<file path="src/rtl/ltl_symbol_tx_if.sv">
`default_nettype none
// ============================================================================
// Module      : ltl_symbol_tx_if
// Description : Event channel between the core-side event encoder and the
//               monitor symbol transmitter.
//               ev_valid - event symbol valid        (encoder -> tx)
//               ev_ready - transmitter can accept    (tx -> encoder)
//               ev_sym   - 8-bit encoded symbol      (encoder -> tx)
//               flush    - end of trace marker       (encoder -> tx)
// Revision    : 1.0 - initial release
// ============================================================================
interface ltl_symbol_tx_if;
  logic       ev_valid;
  logic       ev_ready;
  logic [7:0] ev_sym;
  logic       flush;

  modport master (output ev_valid, ev_sym, flush, input ev_ready);
  modport slave  (input ev_valid, ev_sym, flush, output ev_ready);
endinterface
`default_nettype wire

</file>
<file path="src/rtl/ltl_symbol_tx.sv">
`default_nettype none
// ============================================================================
// Module      : ltl_symbol_tx
// Description : Transmit side of the 8-bit monitor symbol interface. Buffers
//               encoded trace events in a FIFO and streams them one per cycle
//               into a monitor cluster, sequencing the monitor reset so the
//               first symbol coincides with start_of_data, and tags monitor
//               reports with the index of the symbol that produced them.
// Ports       : clk, reset_n         - clock, async active-low reset
//               ev (slave)           - event channel (valid/ready/sym/flush)
//               mon_reset_o/run_o/symbols_o - monitor drive
//               report_i             - monitor report bits
//               report_valid_o/bits_o/idx_o - tagged report
//               overflow_o           - sticky drop flag, cleared on re-arm
// Revision    : 1.0 - initial release
// ============================================================================
module ltl_symbol_tx #(
  parameter int FIFO_DEPTH = 8,
  parameter int ARM_CYCLES = 2,
  parameter int IDX_W      = 16
) (
  input  wire              clk,
  input  wire              reset_n,
  ltl_symbol_tx_if.slave   ev,
  output logic             mon_reset_o,
  output logic             mon_run_o,
  output logic [7:0]       mon_symbols_o,
  input  wire  [3:0]       report_i,
  output logic             report_valid_o,
  output logic [3:0]       report_bits_o,
  output logic [IDX_W-1:0] report_idx_o,
  output logic             overflow_o
);

  localparam int c_AW = $clog2(FIFO_DEPTH);
  localparam int c_PW = c_AW + 1;
  localparam int c_CW = $clog2(ARM_CYCLES + 1);
  localparam logic [c_PW-1:0] c_DEPTH   = c_PW'(FIFO_DEPTH);
  localparam logic [c_CW-1:0] c_ARM_MAX = c_CW'(ARM_CYCLES);

  localparam logic [1:0] c_ARM    = 2'd0;
  localparam logic [1:0] c_STREAM = 2'd1;
  localparam logic [1:0] c_DRAIN  = 2'd2;

  logic [1:0]       state_q, state_d;
  logic [7:0]       mem_q [FIFO_DEPTH];
  // Pointers carry one extra wrap bit so full and empty are distinguishable.
  logic [c_PW-1:0]  wr_q, wr_d, rd_q, rd_d, w_count_d;
  logic             ev_ready_q, ev_ready_d;
  logic [c_CW-1:0]  arm_cnt_q, arm_cnt_d;
  logic             mon_reset_q, mon_reset_d, mon_run_q, mon_run_d;
  logic [7:0]       mon_sym_q, mon_sym_d;
  logic [IDX_W-1:0] idx_q, idx_d, idx_prev_q, idx_prev_d;
  logic             run_prev_q, run_prev_d;
  logic             rep_valid_q, rep_valid_d;
  logic [3:0]       rep_bits_q, rep_bits_d;
  logic [IDX_W-1:0] rep_idx_q, rep_idx_d;
  logic             ovf_q, ovf_d;

  logic             w_empty, w_push, w_pop, w_arm_done, w_rearm;
  logic [7:0]       w_head;

  assign w_empty    = (wr_q == rd_q);
  assign w_head     = mem_q[rd_q[c_AW-1:0]];
  assign w_push     = ev.ev_valid & ev_ready_q;
  assign w_arm_done = (arm_cnt_q == c_ARM_MAX);

  // State register
  always_ff @(posedge clk or negedge reset_n) begin
    if (!reset_n) state_q <= c_ARM;
    else          state_q <= state_d;
  end

  // Next-state logic
  always_comb begin
    state_d = state_q;
    case (state_q)
      c_ARM:    if (w_arm_done && !w_empty) state_d = c_STREAM;
      c_STREAM: if (ev.flush) state_d = c_DRAIN;
      // A push landing this cycle keeps us draining so it is not lost.
      c_DRAIN:  if (w_empty && !w_push) state_d = c_ARM;
      default:  state_d = c_ARM;
    endcase
  end

  // Output / datapath logic
  always_comb begin
    w_pop       = 1'b0;
    w_rearm     = 1'b0;
    mon_reset_d = mon_reset_q;
    mon_run_d   = mon_run_q;
    mon_sym_d   = mon_sym_q;
    idx_d       = idx_q;
    arm_cnt_d   = arm_cnt_q;
    case (state_q)
      c_ARM: begin
        if (state_d == c_STREAM) begin
          // Releasing reset and presenting the head on the same edge aligns
          // the first symbol with the monitor's start_of_data cycle.
          w_pop       = 1'b1;
          mon_reset_d = 1'b0;
          mon_run_d   = 1'b1;
          mon_sym_d   = w_head;
          idx_d       = '0;
        end else begin
          mon_reset_d = 1'b1;
          mon_run_d   = 1'b0;
          if (!w_arm_done) arm_cnt_d = arm_cnt_q + c_CW'(1);
        end
      end
      c_STREAM, c_DRAIN: begin
        if (!w_empty) begin
          w_pop     = 1'b1;
          mon_sym_d = w_head;
          mon_run_d = 1'b1;
          if (idx_q != {IDX_W{1'b1}}) idx_d = idx_q + IDX_W'(1);
        end else begin
          mon_run_d = 1'b0;
        end
        if (state_q == c_DRAIN && state_d == c_ARM) begin
          w_rearm     = 1'b1;
          arm_cnt_d   = '0;
          mon_run_d   = 1'b0;
          mon_reset_d = 1'b1;
        end
      end
      default: begin
        mon_reset_d = 1'b1;
        mon_run_d   = 1'b0;
      end
    endcase

    wr_d       = wr_q + c_PW'(w_push);
    rd_d       = rd_q + c_PW'(w_pop);
    w_count_d  = wr_d - rd_d;
    ev_ready_d = (w_count_d != c_DEPTH);

    // The monitor registers on the symbol edge, so its report for a symbol
    // shows up one cycle after that symbol was on the bus.
    rep_valid_d = 1'b0;
    rep_bits_d  = rep_bits_q;
    rep_idx_d   = rep_idx_q;
    if (run_prev_q && !mon_reset_q && (report_i != 4'd0)) begin
      rep_valid_d = 1'b1;
      rep_bits_d  = report_i;
      rep_idx_d   = idx_prev_q;
    end
    run_prev_d = mon_run_q & ~mon_reset_q;
    idx_prev_d = idx_q;

    ovf_d = ovf_q;
    if (w_rearm) ovf_d = 1'b0;
    if (ev.ev_valid && !ev_ready_q) ovf_d = 1'b1;
  end

  always_ff @(posedge clk or negedge reset_n) begin
    if (!reset_n) begin
      wr_q        <= '0;
      rd_q        <= '0;
      ev_ready_q  <= 1'b0;
      arm_cnt_q   <= '0;
      mon_reset_q <= 1'b1;
      mon_run_q   <= 1'b0;
      mon_sym_q   <= 8'h00;
      idx_q       <= '0;
      idx_prev_q  <= '0;
      run_prev_q  <= 1'b0;
      rep_valid_q <= 1'b0;
      rep_bits_q  <= 4'h0;
      rep_idx_q   <= '0;
      ovf_q       <= 1'b0;
    end else begin
      wr_q        <= wr_d;
      rd_q        <= rd_d;
      ev_ready_q  <= ev_ready_d;
      arm_cnt_q   <= arm_cnt_d;
      mon_reset_q <= mon_reset_d;
      mon_run_q   <= mon_run_d;
      mon_sym_q   <= mon_sym_d;
      idx_q       <= idx_d;
      idx_prev_q  <= idx_prev_d;
      run_prev_q  <= run_prev_d;
      rep_valid_q <= rep_valid_d;
      rep_bits_q  <= rep_bits_d;
      rep_idx_q   <= rep_idx_d;
      ovf_q       <= ovf_d;
    end
  end

  // Storage needs no reset: the pointers define which entries are live.
  always_ff @(posedge clk) begin
    if (w_push) mem_q[wr_q[c_AW-1:0]] <= ev.ev_sym;
  end

  assign ev.ev_ready     = ev_ready_q;
  assign mon_reset_o     = mon_reset_q;
  assign mon_run_o       = mon_run_q;
  assign mon_symbols_o   = mon_sym_q;
  assign report_valid_o  = rep_valid_q;
  assign report_bits_o   = rep_bits_q;
  assign report_idx_o    = rep_idx_q;
  assign overflow_o      = ovf_q;

endmodule
`default_nettype wire

</file>
<file path="src/flat_wrapper.sv">
// flat-port wrapper written by rule: the top's interface ports become plain ports
module ltl_symbol_tx_flat 
#(
  parameter int FIFO_DEPTH = 8,
  parameter int ARM_CYCLES = 2,
  parameter int IDX_W      = 16
)
  (clk, reset_n, mon_reset_o, mon_run_o, mon_symbols_o, report_i, report_valid_o, report_bits_o, report_idx_o, overflow_o, ev_ev_valid, ev_ev_sym, ev_flush, ev_ev_ready);
  ltl_symbol_tx_if ev_i ();
  input  wire clk;
  input  wire reset_n;
  output logic mon_reset_o;
  output logic mon_run_o;
  output logic [7:0] mon_symbols_o;
  input  wire  [3:0] report_i;
  output logic report_valid_o;
  output logic [3:0] report_bits_o;
  output logic [IDX_W-1:0] report_idx_o;
  output logic overflow_o;
  input wire logic [$bits(ev_i.ev_valid)-1:0] ev_ev_valid;
  input wire logic [$bits(ev_i.ev_sym)-1:0] ev_ev_sym;
  input wire logic [$bits(ev_i.flush)-1:0] ev_flush;
  output wire logic [$bits(ev_i.ev_ready)-1:0] ev_ev_ready;
  assign ev_i.ev_valid = ev_ev_valid;
  assign ev_i.ev_sym = ev_ev_sym;
  assign ev_i.flush = ev_flush;
  assign ev_ev_ready = ev_i.ev_ready;
  ltl_symbol_tx #(.FIFO_DEPTH(FIFO_DEPTH), .ARM_CYCLES(ARM_CYCLES), .IDX_W(IDX_W)) u_core (.clk(clk), .reset_n(reset_n), .ev(ev_i), .mon_reset_o(mon_reset_o), .mon_run_o(mon_run_o), .mon_symbols_o(mon_symbols_o), .report_i(report_i), .report_valid_o(report_valid_o), .report_bits_o(report_bits_o), .report_idx_o(report_idx_o), .overflow_o(overflow_o));
endmodule
</file>
<file path="config.mk">
export PLATFORM = sky130hd
export DESIGN_NAME = ltl_symbol_tx_flat
export DESIGN_NICKNAME = d
export VERILOG_FILES = /design/src/rtl/ltl_symbol_tx_if.sv /design/src/rtl/ltl_symbol_tx.sv /design/src/flat_wrapper.sv
export SDC_FILE = /design/constraint.sdc
export NUM_CORES = 1
export LEC_CHECK = 0
export CORE_ASPECT_RATIO = 1.4
export CORE_MARGIN = 4
export CORE_UTILIZATION = 29
export DETAILED_ROUTE_END_ITERATION = 12
export PLACE_DENSITY = 0.47
export SETUP_SLACK_MARGIN = 0.02
export SLEW_MARGIN = 5
export SYNTH_ARGS = -nofsm -noshare
export SYNTH_HDL_FRONTEND = slang
export SYNTH_SLANG_ARGS = --single-unit
</file>
<file path="constraint.sdc">
create_clock -name clk -period 4 [get_ports clk]
set_clock_uncertainty 0.1 [all_clocks]
set_input_delay 0.6 -clock clk [delete_from_list [all_inputs] [get_ports clk]]
set_output_delay 0.6 -clock clk [all_outputs]
set_load 0.1 [all_outputs]
</file>
==> results of run 1 <==
[how the worst max path moves through the flow]
stage | end | start | slack (ps) | depth (start not counted)
after CTS | u_core.ev.ev_ready | u_core.state_q[0] | 570 | 15
after global routing | u_core.ev.ev_ready | u_core.state_q[0] | 200 | 15
after floorplan | u_core.ev.ev_ready | u_core.ev.ev_ready | 720 | 12
final | u_core.ev.ev_ready | u_core.state_q[0] | 490 | 15
after detailed placement | u_core.ev.ev_ready | ev_flush | 290 | 13
after global placement | u_core.ev.ev_ready | ev_flush | 340 | 13
[registers in the layout, summed over array words and instances (netlist names), 2 cells and up]
signal / cells
u_core.arm_cnt_q: 2
u_core.idx_prev_d: 16
u_core.idx_prev_q: 16
u_core.mem_q: 64
u_core.mon_symbols_o: 8
u_core.rd_q: 4
u_core.report_bits_o: 4
u_core.report_idx_o: 16
u_core.state_q: 2
u_core.wr_q: 4
[Yosys cell counts (3+ instances only)]
master     n  area share [%]
and3_1     8            0.81
edfxtp_1  64              31
nor2b_1    4            0.41
xnor2_1    5            0.71
ha_1      13             2.6
a211o_1    5            0.71
nor4_1     6            0.61
o21ai_1    4            0.33
nand2_1   22             1.3
nand3_1   14             1.1
mux4_2    16             5.9
xor2_1     5            0.71
mux2_2     9             1.6
o211ai_1   4            0.49
clkbuf_1   9            0.55
buf_2      6            0.49
nand2b_1   5            0.51
nor3_1     5            0.41
a21oi_1    9            0.73
or3_1      4            0.41
inv_1     16            0.98
dfrtp_1   77              31
and2_1     5            0.51
mux2_1    27             4.9
o21ai_0    3            0.24
nand4_1    7            0.71
o31ai_1    5            0.61
nor3b_1    3            0.37
nor2_1    16            0.98
or2_1      4            0.41
a221o_1    7             1.1
[routing by layer]
layer  part of all wire (%)  GRT usage (%)  vias up
met5                      0              0        -
met4                    2.1           5.34        0
met3                    3.9           3.55       23
met2                     53           21.6       77
met1                     41           13.6     1967
li1                       -              -     1754
[final cells by class]
class | count | area (um^2)
well taps | 256 | 320
inverters | 17 | 63.8
clock buffers | 17 | 425
clock inverters | 15 | 168
flip-flops and latches | 142 | 3870
multi-input cells | 249 | 2130
repair buffers | 64 | 598
fillers | 1941 | 13100
[where the power goes]
| group | switching [uW] | total (uW) | internal [uW] | leakage, uW |
|---|---|---|---|---|
| Clock | 715 | 1560 | 841 | 0.000289 |
| Sequential | 248 | 2170 | 1920 | 0.00157 |
| Combinational | 2080 | 3150 | 1060 | 0.00110 |
[per-stage QoR]
| step | hold WS (ps) | total power (uW) |
|---|---|---|
| floorplan | 204 | 4550 |
| global placement | 345 | 5340 |
| CTS | 302 | 6980 |
| global route | 351 | 7280 |
| finish | 242 | 6880 |
| detailed placement | 347 | 5400 |
[kinds of logic after synthesis]
| logic type | count (synthesis) | synth area share (%) |
|---|---|---|
| compound gates | 58 | 7.15 |
| flops | 142 | 62.9 |
| simple gates | 113 | 10.0 |
| buf+inv | 37 | 2.74 |
| mux | 55 | 13.1 |
| fa+ha+maj | 13 | 2.64 |
| xor+xnor | 10 | 1.42 |
[cell usage in the layout (no fill, tap or decap), types with 3 or more instances in the layout]
| cell type | Yosys | layout |
|---|---|---|
| dfrtp_1 | 77 | 77 |
| edfxtp_1 | 64 | 64 |
| clkdlybuf4s50_1 | 0 | 47 |
| mux2_1 | 27 | 27 |
| nand2_1 | 22 | 22 |
| clkbuf_16 | 0 | 17 |
| buf_4 | 2 | 17 |
| inv_1 | 16 | 16 |
| nor2_1 | 16 | 16 |
| mux4_2 | 16 | 16 |
| nand3_1 | 14 | 14 |
| ha_1 | 13 | 13 |
| a21oi_1 | 9 | 9 |
| mux2_2 | 9 | 9 |
| and3_1 | 8 | 8 |
| nand4_1 | 7 | 7 |
| a221o_1 | 7 | 7 |
| nor4_1 | 6 | 6 |
| inv_8 | 0 | 6 |
| and2_1 | 5 | 5 |
| xnor2_1 | 5 | 5 |
| nand2b_1 | 5 | 5 |
| xor2_1 | 5 | 5 |
| o31ai_1 | 5 | 5 |
| a211o_1 | 5 | 5 |
| o211ai_1 | 4 | 4 |
| nor2b_1 | 4 | 4 |
| or2_1 | 4 | 4 |
| o21ai_1 | 4 | 4 |
| or3_1 | 4 | 4 |
| inv_6 | 0 | 4 |
| o21ai_0 | 3 | 3 |
| nor3_1 | 5 | 3 |
| clkinv_8 | 0 | 3 |
[worst max-delay path, stage by stage (launching register included)]
cell and delay, ps:
dfrtp_1 420, inv_1 130, ha_1 180, buf_4 240
inv_1 110, a311oi_1 370, o211a_1 250, nand3_1 90
a21oi_1 220, ha_1 210, ha_1 240, inv_1 60
ha_1 230, a21o_1 190, o31ai_1 210, nand3_1 110
==> metrics.csv, run 1 <==
stage,metric,value,unit
global_route,grt_pass1_vias,4137,
clock_network,numCtsBuffers,17,
floorplanning,die_y,180,um
worst_setup_path,r2r_start,u_core.state_q[0],
logic_synthesis,syn_inst,428,
route,first_iter_violations,167,
global_route,grt-ovfl-total,0,
final_layout,stdcell_count,760,
sta,period_share,87.6,%
route,antenna_left,0,
route,via_per_inst,5.03,
sta,tightest_slew,1040,ps
clock_network,clk_pin_slew,70,ps
floorplanning,coreArea,20700,um^2
worst_setup_path,worst_ep_required_time,4200,ps
floorplanning,dieArea,23700,um^2
placement,dp.cells,728,
worst_setup_path,rr_endpoint,u_core.ev.ev_ready,
logic_synthesis,synth_enable_flop_cells,64,
sta,slew_headroom,30.8,%
run,max-cap-violations,0,
final_layout,area_growth,23.1,%
logic_synthesis,synth_ff_type,dfrtp_1,
placement,place_ws,288,ps
logic_synthesis,synth_warnings,0,
route,vias,3821,
worst_setup_path,worstSetupPathType,reg2reg,
logic_synthesis,synth_area_per_cell,14.4,um^2
placement,portBuffers,48,
worst_setup_path,r2r_cells,15,
clock_network,clock-root-buffer,clkbuf_16,
logic_synthesis,seq_area_frac_synth,62.9,%
floorplanning,io_pins,49,
global_route,grt.total_usage,12.2,%
final_layout,nets,520,
sta,finalMaxSlewViolations,0,
clock_network,htreeDepth,4,
logic_synthesis,ys_types,62,
clock_network,cts_resized,0,
placement,gp_congestion,0.824,
sta,finalSetupTns,0,ps
global_route,grt_max_degree,79,
sta,setup_viol,0,
sta,fmax,285,MHz
route,drc,0,
placement,dp_hpwl,8.98,mm
clock_network,holdBufCountCts,0,
sta,setup_slack,495,ps
sta,finalHoldViolCount,0,
worst_setup_path,start_kind,flop,
final_layout,final_area,7580,um^2
route,first_pass_iters,4,
route,avgRoutedWirePerCell,17.8,um
sta,fin_crit,3510,ps
final_layout,final_core_util,36.6,%
logic_synthesis,syn_area,6160,um^2
min_path,min_path_type,in2async,
power_and_ir_drop,p_leak,0.00296,uW
sta,rsz0062_at_grt,no,
global_route,grt_pass1_wl,22.5,mm
power_and_ir_drop,irDropWorstVdd,0.000362,V
floorplanning,initial_utilization,29.7,%
floorplanning,die_x,131,um
placement,place_area,6990,um^2
clock_network,clock_latency,430,ps
final_layout,drive_gt1_share,16.9,%
power_and_ir_drop,p_per_area,907,nW/um^2
global_route,antenna_found_initial,0,
final_layout,diodes,0,
logic_synthesis,ys_async_sr_fraction,54.9,%
run_status,status,finished clean,
logic_synthesis,synthesis.nets,457,
route,wl,13.5,mm
logic_synthesis,synth_seq_cells,142,
clock_network,clkSinkCount,142,
worst_setup_path,cp_max_fo,17,
floorplanning,fp-row-count,62,
clock_network,post_cts_buffers,0,
worst_setup_path,crit_arrival,3700,ps
worst_setup_path,worst-r2r-setup-slack,490,ps
clock_network,cts_tree,yes,
clock_network,cts_buffer_depth,2,
worst_setup_path,end_kind,flop,
Note: power is estimated with default switching activity, not from simulation.
==> inputs of run 2 (changes only) <==
--- a/config.mk
+++ b/config.mk
@@ -8,6 +8,7 @@
 export CORE_ASPECT_RATIO = 1.4
 export CORE_MARGIN = 4
 export CORE_UTILIZATION = 29
+export CTS_CLUSTER_SIZE = 10
 export DETAILED_ROUTE_END_ITERATION = 12
 export PLACE_DENSITY = 0.47
 export SETUP_SLACK_MARGIN = 0.02
==> results of run 2 <==
No change in the layout: final DEF, timing and power equal those of run 1.
==> inputs of run 3 (changes only) <==
--- a/config.mk
+++ b/config.mk
@@ -10,6 +10,7 @@
 export CORE_UTILIZATION = 29
 export CTS_CLUSTER_SIZE = 10
 export DETAILED_ROUTE_END_ITERATION = 12
+export GPL_ROUTABILITY_DRIVEN = 0
 export PLACE_DENSITY = 0.47
 export SETUP_SLACK_MARGIN = 0.02
 export SLEW_MARGIN = 5
==> results of run 3 <==
No change in the layout: final DEF, timing and power equal those of run 1.
